**config.mk**
```make
export PLATFORM = sky130hd
export DESIGN_NAME = vmmu_fetch
export DESIGN_NICKNAME = d
export VERILOG_FILES = /design/src/rtl/vga_pkg.sv /design/src/rtl/sync_fifo.sv /design/src/rtl/vmmu_fetch.sv
export SDC_FILE = /design/constraint.sdc
export NUM_CORES = 1
export LEC_CHECK = 0
export ABC_AREA = 1
export ABC_CLOCK_PERIOD_IN_PS = 3180
export CAP_MARGIN = 15
export CORE_ASPECT_RATIO = 2
export CORE_UTILIZATION = 43
export CTS_BUF_LIST = sky130_fd_sc_hd__clkbuf_2
export CTS_CLUSTER_SIZE = 20
export DETAILED_ROUTE_END_ITERATION = 10
export GPL_ROUTABILITY_DRIVEN = 0
export HOLD_SLACK_MARGIN = 0.03
export PLACE_DENSITY = 0.67
export SKIP_CTS_REPAIR_TIMING = 1
export SLEW_MARGIN = 15
export SYNTH_ARGS = -nofsm -noshare
export SYNTH_HDL_FRONTEND = slang
export SYNTH_SLANG_ARGS = --single-unit
```
**constraint.sdc**
```tcl
create_clock -name MemClk -period 3.18 [get_ports MemClk]
set_clock_uncertainty 0.1 [all_clocks]
set_input_delay 0.318 -clock MemClk [delete_from_list [all_inputs] [get_ports MemClk]]
set_output_delay 0.318 -clock MemClk [all_outputs]
set_load 0.01 [all_outputs]
```
**src/rtl/vga_pkg.sv**
```systemverilog
// Shared VGA framebuffer constants and the scan-out fetch state encoding.
package vga_pkg;

  localparam int H_ACTIVE        = 640;
  localparam int V_ACTIVE        = 480;
  localparam int AWIDTH_DEF      = 19;
  localparam int DWIDTH_DEF      = 8;
  localparam int FB_BASE_DEF     = 0;
  localparam int FRAME_BYTES_DEF = H_ACTIVE * V_ACTIVE;

  typedef enum logic [1:0] {
    ST_IDLE  = 2'd0,
    ST_FETCH = 2'd1,
    ST_DONE  = 2'd2
  } fetch_state_e;

endpackage

```
**src/rtl/sync_fifo.sv**
```systemverilog
// Show-ahead synchronous FIFO with a registered head; a full FIFO never
// credits a same-cycle pop as free space.
module sync_fifo #(
  parameter int DEPTH = 16,
  parameter int WIDTH = 8,
  localparam int AW = $clog2(DEPTH),
  localparam int LW = AW + 1
) (
  input  logic             clk,
  input  logic             rst_n,
  input  logic             flush,
  input  logic             push,
  input  logic [WIDTH-1:0] din,
  input  logic             pop,
  output logic [WIDTH-1:0] dout,
  output logic             valid,
  output logic             full,
  output logic             empty,
  output logic [LW-1:0]    level
);

  logic [WIDTH-1:0] mem_r [DEPTH];
  logic [AW-1:0]    wr_ptr_r, rd_ptr_r, rd_next_s;
  logic [LW-1:0]    count_r, count_pop_s, count_next_s;
  logic [WIDTH-1:0] dout_r, head_s;
  logic             valid_r, do_push_s, do_pop_s;

  // Effective push/pop and the head value that will be visible next cycle.
  always_comb begin
    full         = (count_r == LW'(DEPTH));
    empty        = (count_r == {LW{1'b0}});
    do_push_s    = push && !full;
    do_pop_s     = pop && !empty;
    rd_next_s    = do_pop_s ? (rd_ptr_r + AW'(1)) : rd_ptr_r;
    count_pop_s  = do_pop_s ? (count_r - LW'(1)) : count_r;
    count_next_s = do_push_s ? (count_pop_s + LW'(1)) : count_pop_s;
    if (count_pop_s == {LW{1'b0}}) begin
      head_s = din;
    end else begin
      head_s = mem_r[rd_next_s];
    end
  end

  // Storage array; stale contents are unreachable once pointers reset.
  always_ff @(posedge clk) begin
    if (rst_n && !flush && do_push_s) begin
      mem_r[wr_ptr_r] <= din;
    end
  end

  // Pointers, occupancy and registered head.
  always_ff @(posedge clk) begin
    if (!rst_n) begin
      wr_ptr_r <= {AW{1'b0}};
      rd_ptr_r <= {AW{1'b0}};
      count_r  <= {LW{1'b0}};
      dout_r   <= {WIDTH{1'b0}};
      valid_r  <= 1'b0;
    end else if (flush) begin
      wr_ptr_r <= {AW{1'b0}};
      rd_ptr_r <= {AW{1'b0}};
      count_r  <= {LW{1'b0}};
      valid_r  <= 1'b0;
    end else begin
      if (do_push_s) begin
        wr_ptr_r <= wr_ptr_r + AW'(1);
      end
      rd_ptr_r <= rd_next_s;
      count_r  <= count_next_s;
      valid_r  <= (count_next_s != {LW{1'b0}});
      // Empty FIFO keeps showing the last byte it presented.
      if (count_next_s != {LW{1'b0}}) begin
        dout_r <= head_s;
      end
    end
  end

  assign dout  = dout_r;
  assign valid = valid_r;
  assign level = count_r;

endmodule

```
**src/rtl/vmmu_fetch.sv**
```systemverilog
// Framebuffer scan-out reader: holds a sequential read address on one arbiter
// source and queues returned bytes for the pixel pipeline.
module vmmu_fetch
  import vga_pkg::*;
#(
  parameter int AWIDTH      = AWIDTH_DEF,
  parameter int DWIDTH      = DWIDTH_DEF,
  parameter int FB_BASE     = FB_BASE_DEF,
  parameter int FRAME_BYTES = FRAME_BYTES_DEF,
  parameter int FIFO_DEPTH  = 16,
  localparam int LW = $clog2(FIFO_DEPTH) + 1,
  localparam int CW = $clog2(FRAME_BYTES + 1)
) (
  input  logic              MemClk,
  input  logic              nReset,
  input  logic              FrameStart,
  output logic [AWIDTH-1:0] ReqAddr,
  input  logic [DWIDTH-1:0] ReadData,
  input  logic              ReadDataRdy,
  input  logic              PixelPop,
  output logic [DWIDTH-1:0] PixelData,
  output logic              PixelValid,
  output logic [LW-1:0]     Level,
  output logic              Underrun,
  output logic              FrameDone
);

  fetch_state_e      state_r, state_next_s;
  logic [AWIDTH-1:0] addr_r;
  logic [CW-1:0]     cnt_r;
  logic              underrun_r, done_r;
  logic              accept_s, last_s, fifo_pop_s, fifo_full_s, fifo_empty_s;

  // A byte is accepted only while fetching, with real free space, and never
  // on a FrameStart cycle.
  always_comb begin
    accept_s     = (state_r == ST_FETCH) && ReadDataRdy && !fifo_full_s && !FrameStart;
    last_s       = accept_s && (cnt_r == CW'(FRAME_BYTES - 1));
    fifo_pop_s   = PixelPop && !FrameStart;
    state_next_s = state_r;
    if (FrameStart) begin
      state_next_s = ST_FETCH;
    end else begin
      case (state_r)
        ST_IDLE:  state_next_s = ST_IDLE;
        ST_FETCH: state_next_s = last_s ? ST_DONE : ST_FETCH;
        ST_DONE:  state_next_s = ST_DONE;
        default:  state_next_s = ST_IDLE;
      endcase
    end
  end

  // State register.
  always_ff @(posedge MemClk) begin
    if (!nReset) begin
      state_r <= ST_IDLE;
    end else begin
      state_r <= state_next_s;
    end
  end

  // Address and byte counter move only on accept or restart, so the arbiter
  // can sample ReqAddr at any cycle.
  always_ff @(posedge MemClk) begin
    if (!nReset) begin
      addr_r     <= AWIDTH'(FB_BASE);
      cnt_r      <= {CW{1'b0}};
      underrun_r <= 1'b0;
      done_r     <= 1'b0;
    end else if (FrameStart) begin
      addr_r     <= AWIDTH'(FB_BASE);
      cnt_r      <= {CW{1'b0}};
      underrun_r <= 1'b0;
      done_r     <= 1'b0;
    end else begin
      if (accept_s) begin
        addr_r <= addr_r + AWIDTH'(1);
        cnt_r  <= cnt_r + CW'(1);
      end
      if (PixelPop && fifo_empty_s) begin
        underrun_r <= 1'b1;
      end
      done_r <= (state_next_s == ST_DONE);
    end
  end

  sync_fifo #(
    .DEPTH (FIFO_DEPTH),
    .WIDTH (DWIDTH)
  ) u_fifo (
    .clk   (MemClk),
    .rst_n (nReset),
    .flush (FrameStart),
    .push  (accept_s),
    .din   (ReadData),
    .pop   (fifo_pop_s),
    .dout  (PixelData),
    .valid (PixelValid),
    .full  (fifo_full_s),
    .empty (fifo_empty_s),
    .level (Level)
  );

  assign ReqAddr   = addr_r;
  assign Underrun  = underrun_r;
  assign FrameDone = done_r;

endmodule

```
### Word level (Yosys, flattened, before mapping)

Memories as Yosys holds them, arrays and structs flattened.
Index checks and enable logic that the tools add are counted.

| cells by class | value |
|---|---|
| multiplexer cells | 9 |
| reductions and logical operators | 18 |
| add/sub/neg operators | 6 |
| bitwise logic cells | 2 |
| eq/ne operators | 5 |

Operators by type and width:

| cell | count |
|---|---|
| $add A19 B1 Y19 const B | 2 |
| $eq A19 B19 Y1 const B | 1 |
| $logic_and A1 B1 Y1 | 10 |
| $logic_not A5 Y1 | 2 |
| $mux W5 | 2 |
| $add A4 B1 Y4 const B | 2 |
| $mux W8 | 1 |
| $add A5 B1 Y5 const B | 1 |
| $eq A5 B5 Y1 const B | 1 |
| $reduce_bool A5 Y1 | 1 |
| $sub A5 B1 Y5 const B | 1 |
| $eq A2 B2 Y1 const B | 2 |
| $mux W2 | 2 |
| $mux W4 | 1 |
| $pmux W2 S2 | 1 |
| $logic_not A1 Y1 | 3 |
| $eq A2 B1 Y1 const B | 1 |
| $mux W1 | 2 |
| $not A1 Y1 | 2 |
| $reduce_and A2 Y1 | 1 |
| $reduce_or A2 Y1 | 1 |

| storage, ports and cells | value |
|---|---|
| output and inout bits | 35 |
| logic and storage cells | 51 |
| register bits after elaboration | 64 |
| memories kept | 1 |
| RAM bits | 128 |
| bits of input ports | 13 |

Memories:

| name | words | width | read ports | clocked after Yosys merged registers in | wr ports | line | source |
|---|---|---|---|---|---|---|---|
| u_fifo.mem_r | 16 | 8 | 1 | 0 | 1 | sync_fifo.sv:22 | `logic [WIDTH-1:0] mem_r [DEPTH];` |

### Depth between registers and ports, before layout

Gate-level depths: netlist (run 1).

| depth | value |
|---|---|
| depth after elaboration | 9 |
| mapped depth | 18 |
| mapped depth without buffers | 16 |

### By module

A second synthesis (run 1) with hierarchy kept.

| unflattened totals | value |
|---|---|
| cells, all modules | 1044 |
| area total of the unflattened synthesis | 9166.3 µm² |

Modules (own cells, without submodules):

| module | area an instance (µm²) | sequential area each (µm²) | times used | cells an instance |
|---|---|---|---|---|
| sync_fifo | 7041.8 | 4284.1 | 1 | 720 |
| vmmu_fetch | 2124.5 | 840.8 | 1 | 324 |

### Worst setup path after synthesis (run 1)

Ideal clock, no wire load.

| timing path | value |
|---|---|
| path type | flip-flop to flip-flop |
| start point | register u_fifo.count_r[0], in the netlist u_fifo.level[0] |
| end point | memory u_fifo.mem_r[4][0], enable pin |
| path slack | 0.640 ns |
| stages on the path, launching flop included | 9 |
| path buffers | 1 |
| arrival time | 2.057 ns |
| path through | dfxtp_1 > inv_1 > ha_1 > nand3_1 > nand2_2 > clkbuf_1 > nor2_1 > nand2_1 > nor3_1 |

| between the ends | value |
|---|---|
| word-level cells in the longest chain between the ends | 8 |

RTL lines:

| item | line | source |
|---|---|---|
| start, declared | sync_fifo.sv:24 | `logic [LW-1:0] count_r, count_pop_s, count_next_s;` |
| start signal, assigned | sync_fifo.sv:56 | `count_r <= {LW{1'b0}};` |
| start signal, assigned | sync_fifo.sv:62 | `count_r <= {LW{1'b0}};` |
| start signal, assigned | sync_fifo.sv:69 | `count_r <= count_next_s;` |
| $eq A5 B5 Y1 (*) | sync_fifo.sv:30 | `full = (count_r == LW'(DEPTH));` |
| $logic_not A1 Y1 (*) | sync_fifo.sv:32, vmmu_fetch.sv:37 |  |
| $logic_and A1 B1 Y1 (2 in a row) | vmmu_fetch.sv:37 | `accept_s = (state_r == ST_FETCH) && ReadDataRdy && !fifo_full_s && !FrameStart;` |
| $logic_and A1 B1 Y1 (*) | sync_fifo.sv:32 | `do_push_s = push && !full;` |
| $logic_and A1 B1 Y1 (*) | sync_fifo.sv:46 | `if (rst_n && !flush && do_push_s) begin` |
| $mux W1 (*) | sync_fifo.sv:46 |  |
| $mux W1 (not written as such) (*) | sync_fifo.sv:47 | `mem_r[wr_ptr_r] <= din;` |
| end, declared | sync_fifo.sv:22 |  |

Every way passes the cells marked *; elsewhere a longest branch is shown, timed or not.

### Final worst setup path (run 1)

| timing path | value |
|---|---|
| start point | register u_fifo.count_r[0], in the netlist u_fifo.level[0] |
| end point | register u_fifo.dout_r[7], in the netlist u_fifo.dout[7] |

| between the ends | value |
|---|---|
| word-level cells in the longest chain between the ends | 8 |
| elaborated cells on any way between the ends | 18 |
| classes of those cells | 2 x add/sub; 1 x eq/ne; 4 x mux; 10 x reduce/logical; 1 x memory |

RTL lines:

| item | line | source |
|---|---|---|
| branches (longest 8 deep; another with $sub A5 B1 Y5) | - |  |
| end signal, assigned | sync_fifo.sv:57 | `dout_r <= {WIDTH{1'b0}};` |
| end signal, assigned | sync_fifo.sv:73 | `dout_r <= head_s;` |
| end, declared | sync_fifo.sv:25 | `logic [WIDTH-1:0] dout_r, head_s;` |

Several ways; the timed one is not identified.
A chain may end at the register's enable or synchronous reset.

==> results of run 1 <==
## worst min path at each step
stage               cells past startpoint  slack (ns)                 end        start
finish                                  4        0.17            Underrun     PixelPop
global route                            2        0.12  u_fifo.mem_r[6][2]  ReadData[2]
CTS                                     4         0.1            Underrun     PixelPop
detailed placement                      2        0.36          ReqAddr[8]   ReqAddr[8]
global placement                        1        0.36            Underrun     Underrun
floorplan                               0        0.32  u_fifo.mem_r[0][0]  ReadData[0]
## through the flow
| step | cells | utilization | total power [W] | setup slack, ns |
|---|---|---|---|---|
| after global placement | 1288 | 0.485 | 0.00296 | 0.151 |
| after CTS | 1320 | 0.499 | 0.00427 | 0.119 |
| final | 1326 | 0.501 | 0.00424 | 0.242 |
| after floorplan | 973 | - | 0.00285 | 0.640 |
| after detailed placement | 1288 | 0.485 | 0.00296 | 0.155 |
| after global routing | 1326 | 0.501 | 0.00437 | 0.00677 |
## kinds of logic (layout without fill, tap and decap cells)
family	Yosys count	in the layout	share of synthesized area
simple gates	487	487	0.261
flops	192	192	0.573
buf+inv	185	271	0.0867
compound gates	93	93	0.0582
fa+ha+maj	10	10	0.0140
xor+xnor	6	6	0.00672
other cells	0	1	0
## cells in the mapped netlist (15+ instances only)
master	count	area share
edfxtp_1	128	0.43
a21oi_1	33	0.018
inv_1	139	0.058
o21ai_1	18	0.010
nand2_1	149	0.063
nand3b_1	34	0.029
nor3_1	16	0.0090
nand3_1	120	0.067
o21ai_0	24	0.013
dfxtp_1	64	0.14
nor2_1	121	0.051
clkbuf_1	15	0.0063
## layer usage
metal	global-route usage	vias up	share of wire
met5	0	-	0
met4	0.153	0	0.060
met3	0.0385	74	0.034
met2	0.442	185	0.57
met1	0.204	3217	0.34
li1	-	3337	-
## cell type report
type                    count  share of cell area
flip-flops and latches    192               0.502
diodes                      1            0.000245
well taps                 266              0.0326
inverters                 147              0.0541
clock inverters            14              0.0186
multi-input cells         596               0.299
repair buffers             92              0.0841
clock buffers              18             0.00883
## sequential cells by signal, indices dropped and copies added, names as in the netlist
signal / flops
u_fifo.mem_r: 128
state_r: 2
u_fifo.valid: 1
u_fifo.rd_ptr_r: 4
cnt_r: 19
u_fifo.dout: 8
u_fifo.level: 5
FrameDone: 1
ReqAddr: 19
u_fifo.wr_ptr_r: 4
Underrun: 1
## power breakdown
| group | leakage, nW | switching [W] | total [W] | internal, W |
|---|---|---|---|---|
| Sequential | 1.67 | 0.00000970 | 0.00268 | 0.00267 |
| Combinational | 2.17 | 0.000148 | 0.000229 | 0.0000812 |
| Clock | 0.160 | 0.000814 | 0.00133 | 0.000519 |
| Total | 4.00 | 0.000972 | 0.00424 | 0.00327 |
## tightest hold or removal path: stages
cell,delay (ns)
clkdlybuf4s50_1,0.40
inv_1,0.11
nor2_1,0.07
o21a_1,0.16
==> results.toml, run 1 <==
[worst_setup_path]
worst-path-buf-inv = 2
crit_type = "reg2reg"
path_cells = "inv_1 > ha_1 > nand3_4 > nand2_2 > nand2_4 > buf_4 > nand3b_1 > nand3_1 > nand3_1 > nand3_1 > nand2_1 > nor2_1 > nor2_1 > nor2_1 > nor2_1"
rrSetupSlack_ns = 0.24
endpoint = "u_fifo.dout[7]"
critPathLaunch = "u_fifo.level[0]"
r2r_cells = 15
r2r_start = "u_fifo.level[0]"
cp_common_cell = "nor2_1"
crit_path_top_delay_cell = "dfxtp_1"
crit_cells = 15
path_max_fanout = 40
max_stage_delay_ns = 0.47
crit_family = "simple AND/OR/NAND/NOR gates"
cp.arrival_ns = 3.57
cp-start-kind = "flip-flop"
r2r_end = "u_fifo.dout[7]"
required_ns = 3.81
cp-end-kind = "flip-flop"

[cells_and_area]
layout_commonest_cell = "nand2_1"
final_nets = 1069
syn2layout_area_growth_pct = 14.1
fillCellCount = 2003
fin_area_mm2 = 0.0102
regArea_mm2 = 0.00512
multi_input_area_mm2 = 0.00305
layout_common_cells = "nand2_1, inv_1, edfxtp_1, nor2_1, nand3_1"
drive_above_1_share = 0.117

[clock_network]
cts_buffers = 17
htreeDepth = 4
cts_sinks = 192
path_clk_slew_ns = 0.26
clk_path_buf_depth = 2
insertion_delay_ns = 0.80
cts_root_buffer = "clkbuf_2"
cts_tree = "yes"

[global_routing]
grt_overflow = 0
grt_max_degree = 41
antenna_found_initial = 1
grt_pass1_wl_mm = 35.7
track_usage = 0.224
grt_pass1_vias = 6887

[logic_synthesis]
synth_cell_types = 42
async_reset_ff_frac = 0
yosysWarnings = 0
synth_edf_count = 128
synth_area_mm2 = 0.00894
syn_avg_cell_area_um2 = 9.19
synth-main-ff-cell = "edfxtp_1"
synth-seq-cells = 192
ys_seq_area_frac = 0.573
syn-num-nets = 996
synth_cells = 973

[floorplanning]
die_height_um = 206
rows = 74
core_mm2 = 0.0204
die_w_um = 104
io_pins = 48
dieArea_mm2 = 0.0214
start_util = 0.439

[sta]
fmax_mhz = 340
hold_viol = 0
setup_tns_ns = 0
min_period_ns = 2.94
slew_viol_final = 0
rsz0062_at_grt = "no"
worst_pin_slew_ns = 0.546
max_slew_margin = 0.635
timing.final.crit_share = 0.924
hold-worst-slack_ns = 0.165
final-setup-viol-count = 0

[hold_path]
hp-class = "in2reg"

[routing]
ant_nets = 0
drt_iter0_drc = 396
wire_per_inst_um = 17.2
dr.pass1.iters = 9
drc = 0
totalWireLength_mm = 22.8
routed_via_density = 5.14
vias = 6813

[pwr]
vdd_drop_max_uv = 333
leakage_nw = 4.00
power_density_mw_per_mm2 = 416

[outcome]
status = "complete, no violations"

[placed_design]
placed_cell_area_mm2 = 0.00988
io_buffers = 47
place_hpwl_mm = 16.5

[run]
maxCapViolations = 0
No activity file was read; power rests on OpenSTA's default activity.
==> inputs of run 2 (changes only) <==
--- a/config.mk
+++ b/config.mk
@@ -6,7 +6,7 @@
 export NUM_CORES = 1
 export LEC_CHECK = 0
 export ABC_AREA = 1
-export ABC_CLOCK_PERIOD_IN_PS = 3180
+export ABC_CLOCK_PERIOD_IN_PS = 3660
 export CAP_MARGIN = 15
 export CORE_ASPECT_RATIO = 2
 export CORE_UTILIZATION = 43
@@ -14,7 +14,7 @@
 export CTS_CLUSTER_SIZE = 20
 export DETAILED_ROUTE_END_ITERATION = 10
 export GPL_ROUTABILITY_DRIVEN = 0
-export HOLD_SLACK_MARGIN = 0.03
+export HOLD_SLACK_MARGIN = 0.12
 export PLACE_DENSITY = 0.67
 export SKIP_CTS_REPAIR_TIMING = 1
 export SLEW_MARGIN = 15
==> constraint.sdc (replaced) <==
create_clock -name MemClk -period 3.66 [get_ports MemClk]
set_clock_uncertainty 0.1 [all_clocks]
set_input_delay 0.366 -clock MemClk [delete_from_list [all_inputs] [get_ports MemClk]]
set_output_delay 0.366 -clock MemClk [all_outputs]
set_load 0.01 [all_outputs]
==> run 2 against run 1 <==
Critical endpoint is now u_fifo.dout[1]. Sequential power is 13% lower. Routed wire length hardly changed. Combinational power is 17% lower. Critical path type unchanged. Critical path depth is 1 higher. Largest power group unchanged. Final area is 2.0% lower.
==> results.toml, run 2 (same netlist as run 1, synthesis figures left out) <==
[worst_setup_path]
max_stage_delay_ns = 0.41
cp-start-kind = "flip-flop"
rrSetupSlack_ns = 0.43
crit_cells = 16
path_max_fanout = 27
cp-end-kind = "flip-flop"
path_cells = "inv_1 > ha_1 > nand3_4 > nand2_2 > nand2_4 > nand2_2 > buf_4 > nand2_1 > nand3_1 > nand3_1 > nand3_1 > nand2_1 > nor2_1 > nor2_1 > nor2_1 > nor2_1"
crit_family = "simple AND/OR/NAND/NOR gates"
r2r_cells = 16
crit_type = "reg2reg"
cp_common_cell = "nor2_1"
required_ns = 4.24
crit_path_top_delay_cell = "dfxtp_1"
worst-path-buf-inv = 2
cp.arrival_ns = 3.80

[clock_network]
insertion_delay_ns = 0.80
cts_root_buffer = "clkbuf_2"
path_clk_slew_ns = 0.27
cts_buffers = 17
cts_sinks = 192
clk_path_buf_depth = 2
cts_tree = "yes"
htreeDepth = 4

[cells_and_area]
layout_commonest_cell = "nand2_1"
final_nets = 1052
syn2layout_area_growth_pct = 11.8
multi_input_area_mm2 = 0.00305
top_register = "u_fifo.mem_r"
largest_reg_flops = 128
fillCellCount = 1987
layout_common_cells = "nand2_1, inv_1, edfxtp_1, nor2_1, nand3_1"
post-route-util = 0.491
regArea_mm2 = 0.00512
drive_above_1_share = 0.0998

[routing]
vias = 6748
wire_per_inst_um = 17.4
dr.pass1.iters = 6
routed_via_density = 5.16
ant_nets = 0
totalWireLength_mm = 22.8
drt_iter0_drc = 463
drc = 0

[floorplanning]
core_mm2 = 0.0204
die_height_um = 206
io_pins = 48
start_util = 0.439
dieArea_mm2 = 0.0214
die_w_um = 104
rows = 74

[run]
maxCapViolations = 0

[global_routing]
antenna_found_initial = 1
grt_pass1_wl_mm = 35.8
grt_overflow = 0
track_usage = 0.225
grt_max_degree = 41
grt_pass1_vias = 6761

[sta]
setup_tns_ns = 0
fmax_mhz = 310
worst_pin_slew_ns = 0.891
slew_viol_final = 0
final-setup-viol-count = 0
hold_viol = 0
rsz0062_at_grt = "no"
timing.final.crit_share = 0.882
setup_ws_ns = 0.433
min_period_ns = 3.23
max_slew_margin = 0.404

[hold_path]
hp-class = "in2reg"
hold_depth = 2

[placed_design]
io_buffers = 47
place_hpwl_mm = 16.4
post-place-ws_ns = 0.360

[outcome]
status = "complete, no violations"

[pwr]
power_density_mw_per_mm2 = 361
leakage_nw = 3.89
vdd_drop_max_uv = 350
-- run 2: final cells by class --
cell class / count / share of cell area
flip-flops and latches: 192 / 0.513
clock buffers: 21 / 0.0105
well taps: 266 / 0.0333
clock inverters: 11 / 0.0140
multi-input cells: 596 / 0.305
inverters: 147 / 0.0552
diodes: 1 / 0.000250
repair buffers: 75 / 0.0693
-- run 2: worst paths after layout --
| path | from | end |
|---|---|---|
| hold reg to reg | ReqAddr[8] | ReqAddr[8] |
| setup / recovery | u_fifo.level[0] | u_fifo.dout[1] |
| hold / removal | ReadData[0] | u_fifo.mem_r[13][0] |
| setup reg to reg | u_fifo.level[0] | u_fifo.dout[1] |
-- run 2: routing by layer --
layer	track usage	up-vias	wire, µm
li1	-	3310	-
met1	0.206	3171	7600
met3	0.0363	68	856
met4	0.169	0	1700
met2	0.438	199	12700
met5	0	-	0
-- run 2: worst register-to-register path, delay by kind of cell, from the launching register on --
family | cells | cell delay [ns]
AND/OR/NAND/NOR | 13 | 1.74
buffers and inverters | 2 | 0.54
adder cells (fa/ha/maj) | 1 | 0.32
flip-flops | 1 | 0.41
-- run 2: stage by stage --
step / instances / instance area (µm²) / power [W] / hold WS [ns]
after floorplan: 973 / 8940 / 0.00247 / 0.346
after global placement: 1276 / 9750 / 0.00256 / 0.353
after detailed placement: 1276 / 9750 / 0.00256 / 0.356
after CTS: 1308 / 9990 / 0.00363 / 0.158
after global routing: 1309 / 10000 / 0.00372 / 0.147
final: 1309 / 10000 / 0.00361 / 0.219
-- run 2: power by group --
group	switching [W]	internal (W)	leakage (nW)
registers	0.00000773	0.00232	1.67
clock network	0.000700	0.000387	0.145
logic	0.000127	0.0000637	2.07
